### config.mk
export PLATFORM = sky130hd
export DESIGN_NAME = inst_fetch_queue
export DESIGN_NICKNAME = d
export VERILOG_FILES = /design/src/rtl/fetch_pkg.sv /design/src/rtl/sync_fifo.sv /design/src/rtl/inst_fetch_queue.sv
export SDC_FILE = /design/constraint.sdc
export NUM_CORES = 1
export LEC_CHECK = 0
export BUFFER_PORTS_ARGS = -buffer_cell sky130_fd_sc_hd__buf_2
export CAP_MARGIN = 20
export CORE_MARGIN = 1.5
export CORE_UTILIZATION = 55
export CTS_BUF_LIST = sky130_fd_sc_hd__clkbuf_8
export DETAILED_ROUTE_END_ITERATION = 10
export HOLD_SLACK_MARGIN = 0.05
export MAX_ROUTING_LAYER = met4
export PLACE_DENSITY = 0.83
export SLEW_MARGIN = 20
export SYNTH_ARGS = -nofsm -noshare
export SYNTH_HDL_FRONTEND = slang
export SYNTH_SLANG_ARGS = --single-unit
### constraint.sdc
create_clock -name i_clk -period 8.8 [get_ports i_clk]
set_input_delay 1.32 -clock i_clk [delete_from_list [all_inputs] [get_ports i_clk]]
set_output_delay 1.32 -clock i_clk [all_outputs]
set_load 0.01 [all_outputs]
### src/rtl/fetch_pkg.sv
// Shared types and constants for the instruction fetch queue.
package fetch_pkg;

   localparam int unsigned XLEN          = 32;
   localparam logic [31:0] INST_END      = 32'h0000_0000;
   localparam int unsigned DEFAULT_DEPTH = 4;

   typedef struct packed {
      logic [31:0] inst;
      logic [31:0] pc;
   } fq_entry_t;

endpackage

### src/rtl/sync_fifo.sv
// Single-clock FIFO of fetch entries with synchronous clear.
module sync_fifo
   import fetch_pkg::*;
#(
   parameter int unsigned DEPTH = DEFAULT_DEPTH
) (
   input  logic                     i_clk,
   input  logic                     i_rst,
   input  logic                     i_clear,
   input  logic                     i_push,
   input  fq_entry_t                i_data,
   input  logic                     i_pop,
   output fq_entry_t                o_data,
   output logic [$clog2(DEPTH):0]   o_count,
   output logic                     o_full
);

   localparam int unsigned PW = $clog2(DEPTH);
   localparam int unsigned CW = PW + 1;

   fq_entry_t         mem_q [DEPTH];
   logic [PW-1:0]     wr_ptr_q, wr_ptr_d;
   logic [PW-1:0]     rd_ptr_q, rd_ptr_d;
   logic [CW-1:0]     count_q, count_d;
   logic              push_en, pop_en, empty;

   assign empty   = (count_q == '0);
   assign o_full  = (count_q == CW'(DEPTH));
   assign push_en = i_push && !o_full && !i_clear;
   assign pop_en  = i_pop && !empty && !i_clear;

   always_comb begin
      wr_ptr_d = wr_ptr_q;
      rd_ptr_d = rd_ptr_q;
      count_d  = count_q;
      if (i_clear) begin
         wr_ptr_d = '0;
         rd_ptr_d = '0;
         count_d  = '0;
      end else begin
         // Pointer width equals log2(DEPTH), so increments wrap naturally.
         if (push_en) wr_ptr_d = wr_ptr_q + PW'(1);
         if (pop_en)  rd_ptr_d = rd_ptr_q + PW'(1);
         unique case ({push_en, pop_en})
            2'b10:   count_d = count_q + CW'(1);
            2'b01:   count_d = count_q - CW'(1);
            default: count_d = count_q;
         endcase
      end
   end

   always_ff @(posedge i_clk) begin
      if (i_rst) begin
         wr_ptr_q <= '0;
         rd_ptr_q <= '0;
         count_q  <= '0;
      end else begin
         wr_ptr_q <= wr_ptr_d;
         rd_ptr_q <= rd_ptr_d;
         count_q  <= count_d;
      end
   end

   always_ff @(posedge i_clk) begin
      if (push_en) mem_q[wr_ptr_q] <= i_data;
   end

   assign o_data  = mem_q[rd_ptr_q];
   assign o_count = count_q;

endmodule

### src/rtl/inst_fetch_queue.sv
// Instruction fetch queue: tags accepted words with a PC, handles start,
// end-of-stream detection and flush redirects around a sync_fifo.
module inst_fetch_queue
   import fetch_pkg::*;
#(
   parameter int unsigned DEPTH    = DEFAULT_DEPTH,
   parameter logic [31:0] PC_RESET = 32'h0000_0000
) (
   input  logic                     i_clk,
   input  logic                     i_rst,
   input  logic                     i_start,
   input  logic                     i_inst_valid,
   input  logic [XLEN-1:0]          i_inst,
   output logic                     o_inst_ready,
   output logic                     o_dec_valid,
   output logic [XLEN-1:0]          o_dec_inst,
   output logic [XLEN-1:0]          o_dec_pc,
   input  logic                     i_dec_ready,
   input  logic                     i_flush,
   input  logic [XLEN-1:0]          i_flush_pc,
   output logic [$clog2(DEPTH):0]   o_count,
   output logic                     o_stream_done
);

   logic             start_q, start_d;
   logic             done_q, done_d;
   logic [XLEN-1:0]  wr_pc_q, wr_pc_d;
   logic             full, wr_en, is_end, push, pop;
   fq_entry_t        push_data, head;

   assign o_inst_ready = start_q && !full && !done_q && !i_flush;
   assign wr_en        = i_inst_valid && o_inst_ready;
   assign is_end       = (i_inst == INST_END);
   // The end marker is consumed here and never reaches storage.
   assign push         = wr_en && !is_end;
   assign o_dec_valid  = (o_count != '0);
   assign pop          = o_dec_valid && i_dec_ready && !i_flush;

   assign push_data.inst = i_inst;
   assign push_data.pc   = wr_pc_q;

   always_comb begin
      start_d = start_q | i_start;
      done_d  = done_q;
      wr_pc_d = wr_pc_q;
      if (i_flush) begin
         wr_pc_d = i_flush_pc;
      end else begin
         if (wr_en && is_end) done_d  = 1'b1;
         if (push)            wr_pc_d = wr_pc_q + 32'd4;
      end
   end

   always_ff @(posedge i_clk) begin
      if (i_rst) begin
         start_q <= 1'b0;
         done_q  <= 1'b0;
         wr_pc_q <= PC_RESET;
      end else begin
         start_q <= start_d;
         done_q  <= done_d;
         wr_pc_q <= wr_pc_d;
      end
   end

   sync_fifo #(
      .DEPTH (DEPTH)
   ) u_fifo (
      .i_clk   (i_clk),
      .i_rst   (i_rst),
      .i_clear (i_flush),
      .i_push  (push),
      .i_data  (push_data),
      .i_pop   (pop),
      .o_data  (head),
      .o_count (o_count),
      .o_full  (full)
   );

   assign o_dec_inst    = head.inst;
   assign o_dec_pc      = head.pc;
   assign o_stream_done = done_q;

endmodule
==> results of run 1 <==
==> cells by family (layout without fill, tap and decap cells) <==
| group | Yosys count | count (layout) | share of synthesized area, % |
|---|---|---|---|
| and+or+nand+nor | 134 | 134 | 6.49 |
| AOI/OAI and AO/OA | 68 | 68 | 4.26 |
| xor gates and xnor gates | 13 | 13 | 0.979 |
| adders and majority gates | 7 | 7 | 0.818 |
| muxes | 66 | 66 | 12.6 |
| DFF | 299 | 299 | 73.5 |
| buffers and inverters | 42 | 242 | 1.36 |
==> cells in the final DEF, fill, tap and decap left out, types with 3 or more instances in the layout <==
cell,n
edfxtp_1,256
buf_2,139
mux4_2,64
clkbuf_8,49
dfxtp_1,41
nor2_1,33
inv_1,26
nand2_1,23
nor4_1,11
nand4_1,9
nand3_1,9
a311oi_1,9
or3_1,8
and4_1,8
xor2_1,8
a211oi_1,8
clkinv_1,8
buf_4,8
and3_1,7
a31oi_1,7
a21oi_1,6
o21ai_0,6
o211ai_1,6
ha_1,6
clkinv_2,6
xnor2_1,5
or4_1,5
o31ai_1,5
a2111oi_0,5
and2_2,4
o2111ai_1,3
bufinv_16,3
==> layout make-up <==
class	instances	area (sq um)
clock buffer	49	674
sequential	299	8550
multi-input combinational	288	2930
timing repair buffer	148	783
fill	1424	7340
inverter	12	45.0
tap	275	344
clock inverter	33	215
==> worst max path at each step <==
stage	cells past startpoint	slack (ns)	from	endpoint
CTS	3	4.56	flip-flop	o_dec_pc[24]
global placement	5	4.55	i_flush	u_fifo.mem_q[1][56]
floorplan	3	4.69	i_flush	u_fifo.mem_q[0][0]
global route	4	4.67	flip-flop	o_dec_pc[24]
finish	4	4.86	flip-flop	o_dec_pc[24]
detailed placement	5	4.41	i_flush	u_fifo.mem_q[1][59]
==> per-stage QoR <==
stage | utilization [%] | instance area [sq um] | worst slack [ns] | std cells | hold WS (ns)
global route | 64.8 | 13500 | 4.67 | 1104 | 0.523
detailed placement | 60.4 | 12600 | 4.41 | 1021 | 0.465
global placement | 60.4 | 12600 | 4.55 | 1021 | 0.448
finish | 64.8 | 13500 | 4.86 | 1104 | 0.484
floorplan | - | 11600 | 4.69 | 629 | 0.439
CTS | 64.7 | 13500 | 4.56 | 1103 | 0.479
==> flip-flops by register name (all words and copies together) (netlist names), named ones only <==
signal,flops
u_fifo.mem_q,256
wr_pc_q,32
u_fifo.o_count,3
u_fifo.rd_ptr_q,2
u_fifo.wr_ptr_q,2
o_stream_done,1
start_q,1
==> worst min-delay path: cells and delay by family, from the launching register on <==
family        cells  cell delay (ns)
flops             1             0.34
simple gates      2             0.11
==> layer usage <==
| layer | wire [um] | vias to the layer above | GRT usage, % | part of all wire [%] |
|---|---|---|---|---|
| met4 | 410 | 0 | 6.04 | 1.7 |
| met2 | 12000 | 335 | 37.0 | 49 |
| met1 | 10000 | 3321 | 31.9 | 41 |
| li1 | - | 2931 | - | - |
| met5 | 0 | - | - | 0 |
| met3 | 2060 | 35 | 5.34 | 8.4 |
==> power groups by stage <==
stage / Clock, W / Sequential, W / Combinational, W
2_1_floorplan: 0 / 0.00160 / 0.0000451
3_3_place_gp: 0 / 0.00161 / 0.0000884
3_5_place_dp: 0 / 0.00161 / 0.0000908
4_1_cts: 0.00112 / 0.00158 / 0.0000917
5_1_grt: 0.00119 / 0.00159 / 0.000100
6_report: 0.00110 / 0.00158 / 0.0000916
==> results by group, run 1 <==
Synth
  • YS warnings: 0
  • Cell count after synthesis: 629
  • Mapped Nets: 706
  • Synth unique cells: 55
  • Asr flop ratio synth: 0%
  • Post-synth top cells: edfxtp_1, mux4_2, dfxtp_1, nor2_1
  • Area contributors post-synth: edfxtp_1, mux4_2, dfxtp_1
  • Post-synthesis area per instance: 18.5 sq um
  • Register area share after synthesis: 73.5%
  • Yosys reg bits: 299
  • Synth top area share: 66.1%
  • Top-count cell post-synth: edfxtp_1
  • Post-Syn Area: 11,600 sq um
  • Yosys top cell by area: edfxtp_1
  • Number of enable flip-flop cells after synthesis: 256
  • Post-synth top flop: edfxtp_1

Critical path
  • Buffer and inverter count on the worst path: 3
  • R2r endpoint: u_fifo.mem_q[0][53]
  • CP cell instances: buf_4 > buf_16 > mux4_2 > buf_2
  • Largest stage delay, worst path: 0.63 ns
  • Setup CP Type: flip-flop to primary output
  • Delay-heaviest family, CP: buffers and inverters
  • Crit path max fanout: 37
  • Critical Path RT: 7.48 ns
  • Type of destination of the critical path: primary output
  • Worst Path Arrival: 2.62 ns
  • Startpoint types: flip-flop
  • R2r startpoint: o_stream_done
  • R2R cell count: 5
  • FF-to-FF setup slack: 5.49 ns
  • Worst path slowest cell: mux4_2

CTS
  • Root Driver: clkbuf_8
  • Cts repair resizes: 0
  • Clock slew at reported path FFs: 0.06 ns
  • Post-CTS Setup Bufs: 0
  • Total CTS buffers: 45
  • Clk sinks: 299
  • Clk Latency, worst-skew pair: 0.55 ns
  • Number of hold buffers added after CTS: 0
  • CTS tree: done
  • H-tree levels: 2
  • Clock buffer depth: 3

Global routing
  • Global-route wire length before repair: around 38,000 um
  • Grt ovf: 0
  • Largest net degree at the start of global routing: 65
  • GRT Util Overall: a little under a quarter
  • Vias in the first global route: 6,720
  • Initial antenna violation count: 1

Floorplanning
  • Die X: ~150 um
  • Overall die area: 22,000 sq um
  • I/O pins: 140
  • Initial Util: 55.7%
  • Core area: 20,900 sq um
  • # rows: 53
  • Die Y: between 100 and 150 um

Power
  • Pwr Total: 0.00278 W
  • Maximum VDD drop: 0.000107 V
  • NetSw: 0.000580 W
  • Flop pwr share: 57.0%
  • Internal: 0.00220 W
  • Clk pwr share: between 30% and 40%
  • LEAKAGE: 4.53 nW
  • Combinational Power Share: 3.3%
  • Switching fraction of total power: 20.9%
  • Pwr per Cell Area: 205 nW/um^2

Route
  • Routed Antenna Nets: 0
  • Vias: 6,622
  • Pre-Repair DR Iteration Count: 5
  • Post-DR wirelength/cell: approximately 22 um
  • Drt total wl: 24,500 um
  • Vias per cell: 6.00
  • Number of DRC markers in iteration 0: 706
  • DR DRC count: 0

Worst hold path
  • WHS Endpoint: start_q
  • Hold path start: start_q
  • Worst hold path stage count: 2
  • Hold Path Class: flip-flop to flip-flop

Placement
  • Gpl congestion: between 0.8 and 0.9
  • Dpl hpwl: 15,600 um
  • Port Buffers: 139

STA
  • Part of the cycle the worst path needs: around 45%
  • Post-Route Setup TNS: 0 ns
  • Final hold vios: 0
  • Final setup viols: 0
  • Post-layout min period: 3.94 ns
  • Setup Skew: about 0.02 ns
  • Unrepaired setup endpoints after global routing: false
  • Fin. max-slew vios: 0
  • Slew headroom: 36.4%
  • Maximum clock frequency: 254 MHz
  • Pin slew with the least headroom to its limit: 0.954 ns

Final layout
  • Area grow syn2layout: 16.5%
  • NumNets Final: just under 900
  • Ant. Diodes: 0
  • Share of cells above drive strength 1: 34.4%

Flow run
  • Maxcap violations: 0

Outcome
  • Status: finished, final reports clean
(Power assumes the default switching activity.)
==> inputs of run 2 (changes only) <==
--- a/config.mk
+++ b/config.mk
@@ -5,6 +5,7 @@
 export SDC_FILE = /design/constraint.sdc
 export NUM_CORES = 1
 export LEC_CHECK = 0
+export ABC_AREA = 1
 export BUFFER_PORTS_ARGS = -buffer_cell sky130_fd_sc_hd__buf_2
 export CAP_MARGIN = 20
 export CORE_MARGIN = 1.5
@@ -13,7 +14,7 @@
 export DETAILED_ROUTE_END_ITERATION = 10
 export HOLD_SLACK_MARGIN = 0.05
 export MAX_ROUTING_LAYER = met4
-export PLACE_DENSITY = 0.83
+export PLACE_DENSITY = 0.86
 export SLEW_MARGIN = 20
 export SYNTH_ARGS = -nofsm -noshare
 export SYNTH_HDL_FRONTEND = slang
==> constraint.sdc (replaced) <==
create_clock -name i_clk -period 3.3 [get_ports i_clk]
set_input_delay 0.495 -clock i_clk [delete_from_list [all_inputs] [get_ports i_clk]]
set_output_delay 0.495 -clock i_clk [all_outputs]
set_load 0.01 [all_outputs]
==> run 2 against run 1 <==
Against the previous run: power increased to 2.7 times the previous value; sequential cell count did not move; the run now ends with DRC left; worst setup slack lost 4.3 ns; critical endpoint is now o_dec_pc[16]; cell count up 44%; area after synthesis increased by 6.8%; register-to-register slack got worse by 4.9 ns; die area is 6.6% higher; highest routed layer unchanged; final area grew 5.8%; via count up 36%; first-iteration DRC count increased by 42%.
==> results by group, run 2 <==
Route
  • Vias per cell: 5.66 (was 6.00)
  • Pre-Repair DR Iteration Count: 8 (was 5)
  • Routed Antenna Nets: 0 (unchanged)
  • Number of DRC markers in iteration 0: 1,002 (was 706)
  • Drt total wl: 27,900 um (was 24,500 um)
  • Post-DR wirelength/cell: 17.5 um (was 22.2 um)
  • DR DRC count: 11 (was 0)
  • Vias: 9,021 (was 6,622)

Synth
  • Mapped Nets: 1,210 (was 706)
  • Synth top area share: 61.9% (was 66.1%)
  • YS warnings: 0 (unchanged)
  • Synth Area in XOR/XNOR: 0.706% (was 0.979%)
  • Post-Syn Area: 12,400 sq um (was 11,600 sq um)
  • Top-count cell post-synth: edfxtp_1 (unchanged)
  • Post-synth top cells: edfxtp_1, nor2_1, nand2_1, o21ai_0, o22ai_1 (was edfxtp_1, mux4_2, dfxtp_1, nor2_1)
  • Post-Synth Adder-Cell Area: 0.766% (was 0.818%)
  • Asr flop ratio synth: 0% (unchanged)
  • Post-synth top flop: edfxtp_1 (unchanged)
  • Register area share after synthesis: 68.9% (was 73.5%)
  • Synth unique cells: 32 (was 55)
  • Cell count after synthesis: 1,133 (was 629)
  • Number of enable flip-flop cells after synthesis: 256 (unchanged)
  • Area contributors post-synth: edfxtp_1, dfxtp_1, nor2_1 (was edfxtp_1, mux4_2, dfxtp_1)
  • Largest family of logic cells by synthesized area: simple AND/OR/NAND/NOR gates (was multiplexers)
  • Mux cell area share after synthesis: 0% (was 12.6%)
  • Yosys top cell by area: edfxtp_1 (unchanged)
  • Yosys reg bits: 299 (unchanged)
  • Synth Area in Simple Gates: 15.5% (was 6.49%)
  • Compound-cell area share of the yosys netlist: 10.5% (was 4.26%)
  • Post-synthesis area per instance: 11.0 sq um (was 18.5 sq um)

STA
  • Pin slew with the least headroom to its limit: 1.03 ns (was 0.954 ns)
  • Slew headroom: 31.4% (was 36.4%)
  • Final worst slack: 0.536 ns (was 4.86 ns)
  • Fin. max-slew vios: 0 (unchanged)
  • Post-layout min period: 2.76 ns
  • Post-Route Setup TNS: 0 ns (unchanged)
  • Final setup viols: 0 (unchanged)
  • Part of the cycle the worst path needs: a little over four fifths
  • Unrepaired setup endpoints after global routing: false (unchanged)
  • Maximum clock frequency: 362 MHz
  • Final hold vios: 0 (unchanged)
  • Setup Skew: 0.0113 ns (was 0.0197 ns)

CTS
  • Number of hold buffers added after CTS: 0 (unchanged)
  • Clock slew at reported path FFs: 0.06 ns (about the same)
  • Clk Latency, worst-skew pair: 0.53 ns (was 0.55 ns)
  • H-tree levels: 2 (unchanged)
  • CTS tree: done (unchanged)
  • Post-CTS Setup Bufs: 0 (unchanged)
  • Root Driver: clkbuf_8 (unchanged)
  • Clk sinks: 299 (unchanged)
  • Cts repair resizes: 0 (unchanged)
  • Clock buffer depth: 3 (unchanged)
  • Total CTS buffers: 46 (was 45)

Final layout
  • Area grow syn2layout: 15.5% (was 16.5%)
  • Seq. cell area: 8550 sq um (unchanged)
  • Ant. Diodes: 0 (unchanged)
  • NumNets Final: 1,356 (was 871)
  • Commonest non-fill, non-tap cell in the layout: edfxtp_1 (unchanged)
  • Multi-input gate area: 3440 sq um (was 2930 sq um)
  • Most frequent cells in the layout: edfxtp_1, nor2_1, nand2_1, buf_2, o21ai_0 (was edfxtp_1, buf_2, mux4_2, clkbuf_8, dfxtp_1)
  • Largest register by flop count: u_fifo.mem_q (unchanged)
  • Share of cells above drive strength 1: 18.0% (was 34.4%)
  • Max reg flops: 256 (unchanged)
  • Fillers: 1,595 (was 1,424)

Global routing
  • Global-route wire length before repair: 43,800 um (was 37,800 um)
  • Largest net degree at the start of global routing: 67 (was 65)
  • Grt ovf: 0 (unchanged)
  • Initial antenna violation count: 0 (was 1)
  • Vias in the first global route: 8,695 (was 6,720)
  • GRT Util Overall: 24.4% (was 23.6%)

Flow run
  • Maxcap violations: 0 (unchanged)

Outcome
  • Status: complete, but fails checks (was finished, final reports clean)
  • Failing checks: DRC

Critical path
  • Worst Path Arrival: 2.27 ns (was 2.62 ns)
  • Critical Path RT: 2.80 ns (was 7.48 ns)
  • Type of destination of the critical path: primary output (unchanged)
  • R2r startpoint: u_fifo.o_count[0] (was o_stream_done)
  • R2R cell count: 8 (was 5)
  • Setup CP Type: flip-flop to primary output (unchanged)
  • Worst Setup EP: o_dec_pc[16] (was o_dec_pc[24])
  • Startpoint types: flip-flop (unchanged)
  • FF-to-FF setup slack: 0.64 ns (was 5.49 ns)
  • Crit path max fanout: 66 (was 37)
  • R2r endpoint: u_fifo.mem_q[1][27] (was u_fifo.mem_q[0][53])

Floorplanning
  • Initial Util: 56.5% (was 55.7%)
  • Overall die area: 23,500 sq um (was 22,000 sq um)
  • Die X: 153 um (was 148 um)
  • # rows: 54 (was 53)
  • Die Y: 153 um (was 148 um)
  • Core area: 22,000 sq um (was 20,900 sq um)
  • I/O pins: 140 (unchanged)

Worst hold path
  • Hold Path Class: input pin to flip-flop (was flip-flop to flip-flop)

Power
  • Maximum VDD drop: 0.000285 V (was 0.000107 V)
  • LEAKAGE: 5.35 nW (was 4.53 nW)
  • Pwr per Cell Area: 525 nW/um^2 (was 205 nW/um^2)

Placement
  • Worst slack, placed: 0.404 ns (was 4.41 ns)
  • Gpl congestion: 0.939 (was 0.864)
  • Port Buffers: 139 (unchanged)
  • Dpl hpwl: 17,300 um (was 15,600 um)
==> run 2: cell types whose count changed in the layout (fill, tap and decap cells not counted), moves of 9 or more <==
cell      previous run  this run
a21oi_1              6        31
a311oi_1             9         0
inv_1               26        58
mux4_2              64         0
nand2_1             23       185
nand3_1              9        51
nand3b_1             0        10
nor2_1              33       205
nor4_1              11         0
o21ai_0              6       133
o22ai_1              1        64
==> run 2: cells by family (layout without fill, tap and decap cells) <==
group                    Yosys count  count (layout)
AO/OA/AOI/OAI                    238             238
adder cells (fa/ha/maj)            7               7
flip-flops                       299             299
XOR/XNOR                          10              10
buffers and inverters            109             289
AND/OR/NAND/NOR                  470             470
==> run 2: through the flow <==
step / util (%) / total power [W] / hold slack, ns / cells / area (sq um)
floorplan: - / 0.00443 / 0.428 / 1133 / 12400
global placement: 61.1 / 0.00456 / 0.438 / 1511 / 13400
detailed placement: 61.1 / 0.00457 / 0.495 / 1511 / 13400
CTS: 65.3 / 0.00758 / 0.155 / 1593 / 14300
global route: 65.3 / 0.00779 / 0.161 / 1593 / 14300
finish: 65.3 / 0.00753 / 0.186 / 1593 / 14300
==> run 2: critical path, cell delays in order, from the launching register on <==
cell     delay, ns
dfxtp_4       0.36
buf_4         0.54
o21ai_0       0.20
o22ai_1       0.40
buf_2         0.21
==> run 2: cell type report <==
cell class	count	share of cell area (%)
clock inverter	33	1.68
timing repair buffer	156	6.18
inverter	51	1.34
clock buffer	49	4.70
tap	280	2.44
multi-input combinational	725	24.0
sequential	299	59.7
==> run 2: worst min-delay path by stage <==
stage | startpoint | endpoint | slack, ns | cells past startpoint
after floorplan | start_q | start_q | 0.43 | 2
after global placement | start_q | start_q | 0.44 | 2
after detailed placement | start_q | start_q | 0.50 | 2
after CTS | i_inst[26] | u_fifo.mem_q[2][58] | 0.16 | 1
after global routing | i_inst[12] | u_fifo.mem_q[2][44] | 0.16 | 1
final | i_inst[21] | u_fifo.mem_q[0][53] | 0.19 | 1
==> run 2: power by group <==
| part | leakage (nW) | switching, W | total [W] | internal [W] |
|---|---|---|---|---|
| clock network | 0.508 | 0.00135 | 0.00304 | 0.00168 |
| logic | 2.12 | 0.000175 | 0.000284 | 0.000108 |
| registers | 2.72 | 0.0000657 | 0.00421 | 0.00415 |
| total | 5.35 | 0.00159 | 0.00753 | 0.00594 |
==> run 2: routing by layer <==
metal / track usage, % / share of wire (%) / up-vias
met2: 38.9 / 49 / 407
met5: - / 0 / -
met3: 4.85 / 8.5 / 40
met1: 31.4 / 40 / 4308
met4: 8.59 / 2.4 / 0
li1: - / - / 4266
==> inputs of run 3 (changes only) <==
--- a/config.mk
+++ b/config.mk
@@ -5,16 +5,16 @@
 export SDC_FILE = /design/constraint.sdc
 export NUM_CORES = 1
 export LEC_CHECK = 0
-export ABC_AREA = 1
+export ABC_AREA = 0
 export BUFFER_PORTS_ARGS = -buffer_cell sky130_fd_sc_hd__buf_2
 export CAP_MARGIN = 20
 export CORE_MARGIN = 1.5
-export CORE_UTILIZATION = 55
+export CORE_UTILIZATION = 54
 export CTS_BUF_LIST = sky130_fd_sc_hd__clkbuf_8
 export DETAILED_ROUTE_END_ITERATION = 10
 export HOLD_SLACK_MARGIN = 0.05
 export MAX_ROUTING_LAYER = met4
-export PLACE_DENSITY = 0.86
+export PLACE_DENSITY = 0.85
 export SLEW_MARGIN = 20
 export SYNTH_ARGS = -nofsm -noshare
 export SYNTH_HDL_FRONTEND = slang
==> constraint.sdc (replaced) <==
create_clock -name i_clk -period 2.3 [get_ports i_clk]
set_input_delay 0.345 -clock i_clk [delete_from_list [all_inputs] [get_ports i_clk]]
set_output_delay 0.345 -clock i_clk [all_outputs]
set_load 0.01 [all_outputs]
==> run 3 against run 2 <==
Against the previous run: the run ends with setup timing left; global-route usage fell by 0.10 points; first-iteration DRC count fell by 39%; non-clock buffer count rose by 81; critical path depth fell by 1; register-to-register slack got worse by 0.54 ns; clock skew fell by 0.0012 ns; wire length fell by 6.6%; final area rose by 3.0%; sequential power rose by 43%; power rose by 43%; critical endpoint is now o_dec_inst[15]; largest cell class unchanged.
==> results by group, run 3 (synthesized netlist as in run 1, its figures left out) <==
STA
  • Setup Skew: 0.0101 ns (was 0.0113 ns)
  • Pin slew with the least headroom to its limit: 0.527 ns (was 1.03 ns)
  • Post-layout min period: 2.30 ns
  • Unrepaired setup endpoints after global routing: true (was false)
  • Final setup viols: 1 (was 0)
  • Fin. max-slew vios: 0 (unchanged)
  • Post-Route Setup TNS: -0.000588 ns (was 0 ns)
  • Part of the cycle the worst path needs: 100%
  • Maximum clock frequency: 435 MHz
  • Slew headroom: 64.0% (was 31.4%)
  • Final hold vios: 0 (unchanged)
  • Final worst slack: -0.000588 ns (was 0.536 ns)

CTS
  • Total CTS buffers: 45 (was 46)
  • CTS tree: done (unchanged)
  • Root Driver: clkbuf_8 (unchanged)
  • Clock buffer depth: 3 (unchanged)
  • Clk sinks: 299 (unchanged)
  • Clk Latency, worst-skew pair: 0.54 ns (was 0.53 ns)
  • Clock slew at reported path FFs: 0.06 ns (about the same)
  • Post-CTS Setup Bufs: 0 (unchanged)
  • H-tree levels: 2 (unchanged)

Final layout
  • Largest register by flop count: u_fifo.mem_q (unchanged)
  • Max reg flops: 256 (unchanged)
  • Seq. cell area: 8560 sq um (was 8550 sq um)
  • Share of cells above drive strength 1: 41.8% (was 18.0%)
  • Commonest non-fill, non-tap cell in the layout: edfxtp_1 (unchanged)
  • NumNets Final: 960 (was 1,356)
  • Area grow syn2layout: 27.0% (was 15.5%)
  • Ant. Diodes: 0 (unchanged)
  • Most frequent cells in the layout: edfxtp_1, buf_2, buf_4, mux4_2, clkbuf_8 (was edfxtp_1, nor2_1, nand2_1, buf_2, o21ai_0)
  • Finished Layout Cells: 1,195 (was 1,593)
  • Fillers: 1,327 (was 1,595)
  • Multi-input gate area: 3130 sq um (was 3440 sq um)

Critical path
  • R2R cell count: 5 (was 8)
  • Worst Path Arrival: 1.96 ns (was 2.27 ns)
  • Critical Path RT: 1.96 ns (was 2.80 ns)
  • Startpoint types: flip-flop (unchanged)
  • R2r endpoint: wr_pc_q[30] (was u_fifo.mem_q[1][27])
  • Setup CP Type: flip-flop to primary output (unchanged)
  • FF-to-FF setup slack: 0.10 ns (was 0.64 ns)
  • Crit path max fanout: 38 (was 66)
  • Type of destination of the critical path: primary output (unchanged)
  • R2r startpoint: wr_pc_q[9] (was u_fifo.o_count[0])

Floorplanning
  • # rows: 53 (was 54)
  • Initial Util: 55.1% (was 56.5%)
  • I/O pins: 140 (unchanged)
  • Die Y: 150 um (was 153 um)
  • Overall die area: 22,400 sq um (was 23,500 sq um)
  • Core area: 21,100 sq um (was 22,000 sq um)
  • Die X: 150 um (was 153 um)

Power
  • Switching fraction of total power: 21.3% (was 21.1%)
  • Internal: 0.00846 W (was 0.00594 W)
  • Flop pwr share: 56.0% (was 55.9%)
  • NetSw: 0.00229 W (was 0.00159 W)
  • Pwr per Cell Area: 728 nW/um^2 (was 525 nW/um^2)
  • LEAKAGE: 5.09 nW (was 5.35 nW)
  • Maximum VDD drop: 0.000594 V (was 0.000285 V)
  • Clk pwr share: 39.0% (was 40.3%)
  • Combinational Power Share: 4.9% (was 3.8%)
  • Pwr Total: 0.0108 W (was 0.00753 W)

Flow run
  • Maxcap violations: 0 (unchanged)

Route
  • DR DRC count: 0 (was 11)
  • Vias per cell: 5.82 (was 5.66)
  • Vias: 6,957 (was 9,021)
  • Post-DR wirelength/cell: 21.8 um (was 17.5 um)
  • Pre-Repair DR Iteration Count: 5 (was 8)
  • Drt total wl: 26,000 um (was 27,900 um)
  • Routed Antenna Nets: 0 (unchanged)
  • Number of DRC markers in iteration 0: 608 (was 1,002)

Worst hold path
  • Hold Path Class: input pin to flip-flop (unchanged)
  • Hold path start: i_inst[24] (was i_inst[21])
  • WHS Endpoint: u_fifo.mem_q[0][56] (was u_fifo.mem_q[0][53])
  • Worst hold path stage count: 1 (unchanged)

Global routing
  • Vias in the first global route: 7,121 (was 8,695)
  • Initial antenna violation count: 0 (unchanged)
  • Largest net degree at the start of global routing: 48 (was 67)
  • GRT Util Overall: 24.3% (was 24.4%)
  • Grt ovf: 0 (unchanged)
  • Global-route wire length before repair: 39,500 um (was 43,800 um)

Outcome
  • Status: complete, but fails checks (unchanged)
  • Failing checks: setup timing (was DRC)

Placement
  • Port Buffers: 139 (unchanged)
  • Worst slack, placed: -0.301 ns (was 0.404 ns)
  • Dpl hpwl: 17,300 um (about the same)
  • Gpl congestion: 0.882 (was 0.939)
  • Placed insts: 1,100 (was 1,511)
run 3: power groups by stage:
| stage | logic, W | clock network, W | registers, W |
|---|---|---|---|
| finish | 0.000530 | 0.00420 | 0.00603 |
| global route | 0.000570 | 0.00449 | 0.00603 |
| CTS | 0.000515 | 0.00428 | 0.00602 |
| detailed placement | 0.000488 | 0 | 0.00614 |
| global placement | 0.000472 | 0 | 0.00613 |
| floorplan | 0.000181 | 0 | 0.00613 |
run 3: layer usage:
layer  vias up  global-route usage [%]  wire, um  part of all wire (%)
met5         -                       -         0                     0
met4         0                    5.74       416                   1.6
met3        41                    5.06      2100                   8.1
met2       299                    39.7     13300                    51
met1      3500                    31.6     10200                    39
li1       3117                       -         -                     -
run 3: worst max-delay path by stage:
stage                     startpoint                 to  cells after the start
final                      flip-flop     o_dec_inst[15]                      3
after global placement     i_inst[2]  u_fifo.o_count[2]                     11
after floorplan            i_inst[9]  u_fifo.o_count[2]                     11
after CTS                  flip-flop     o_dec_inst[30]                      3
after global routing       flip-flop     o_dec_inst[15]                      3
after detailed placement  i_inst[10]  u_fifo.o_count[2]                     11
run 3: metrics by stage:
| step | hold slack, ns | area, sq um | util (%) |
|---|---|---|---|
| 3_5_place_dp | 0.502 | 13500 | 64.2 |
| 3_3_place_gp | 0.492 | 13500 | 64.2 |
| 4_1_cts | 0.0538 | 14600 | 69.4 |
| 5_1_grt | 0.0677 | 14800 | 70.0 |
| 6_report | 0.0833 | 14800 | 70.0 |
| 2_1_floorplan | 0.439 | 11800 | - |
run 3: layout make-up:
type | count | share of cell area, %
clock buffer | 47 | 4.38
sequential | 299 | 57.9
timing repair buffer | 237 | 12.2
multi-input combinational | 288 | 21.2
clock inverter | 37 | 1.64
tap | 275 | 2.33
inverter | 12 | 0.305
run 3: worst max-delay path, stage by stage (launching register included):
cell and delay [ns]:
dfxtp_4 0.38, buf_16 0.28, mux4_2 0.58, buf_6 0.14
run 3: what timing repair did:
action	CTS	global route
hold buffers	11	0
hold endpoints to repair	23	0
resized for setup	16	23
pin swaps	0	3
gates cloned	0	0
endpoints found under the setup margin	40	56
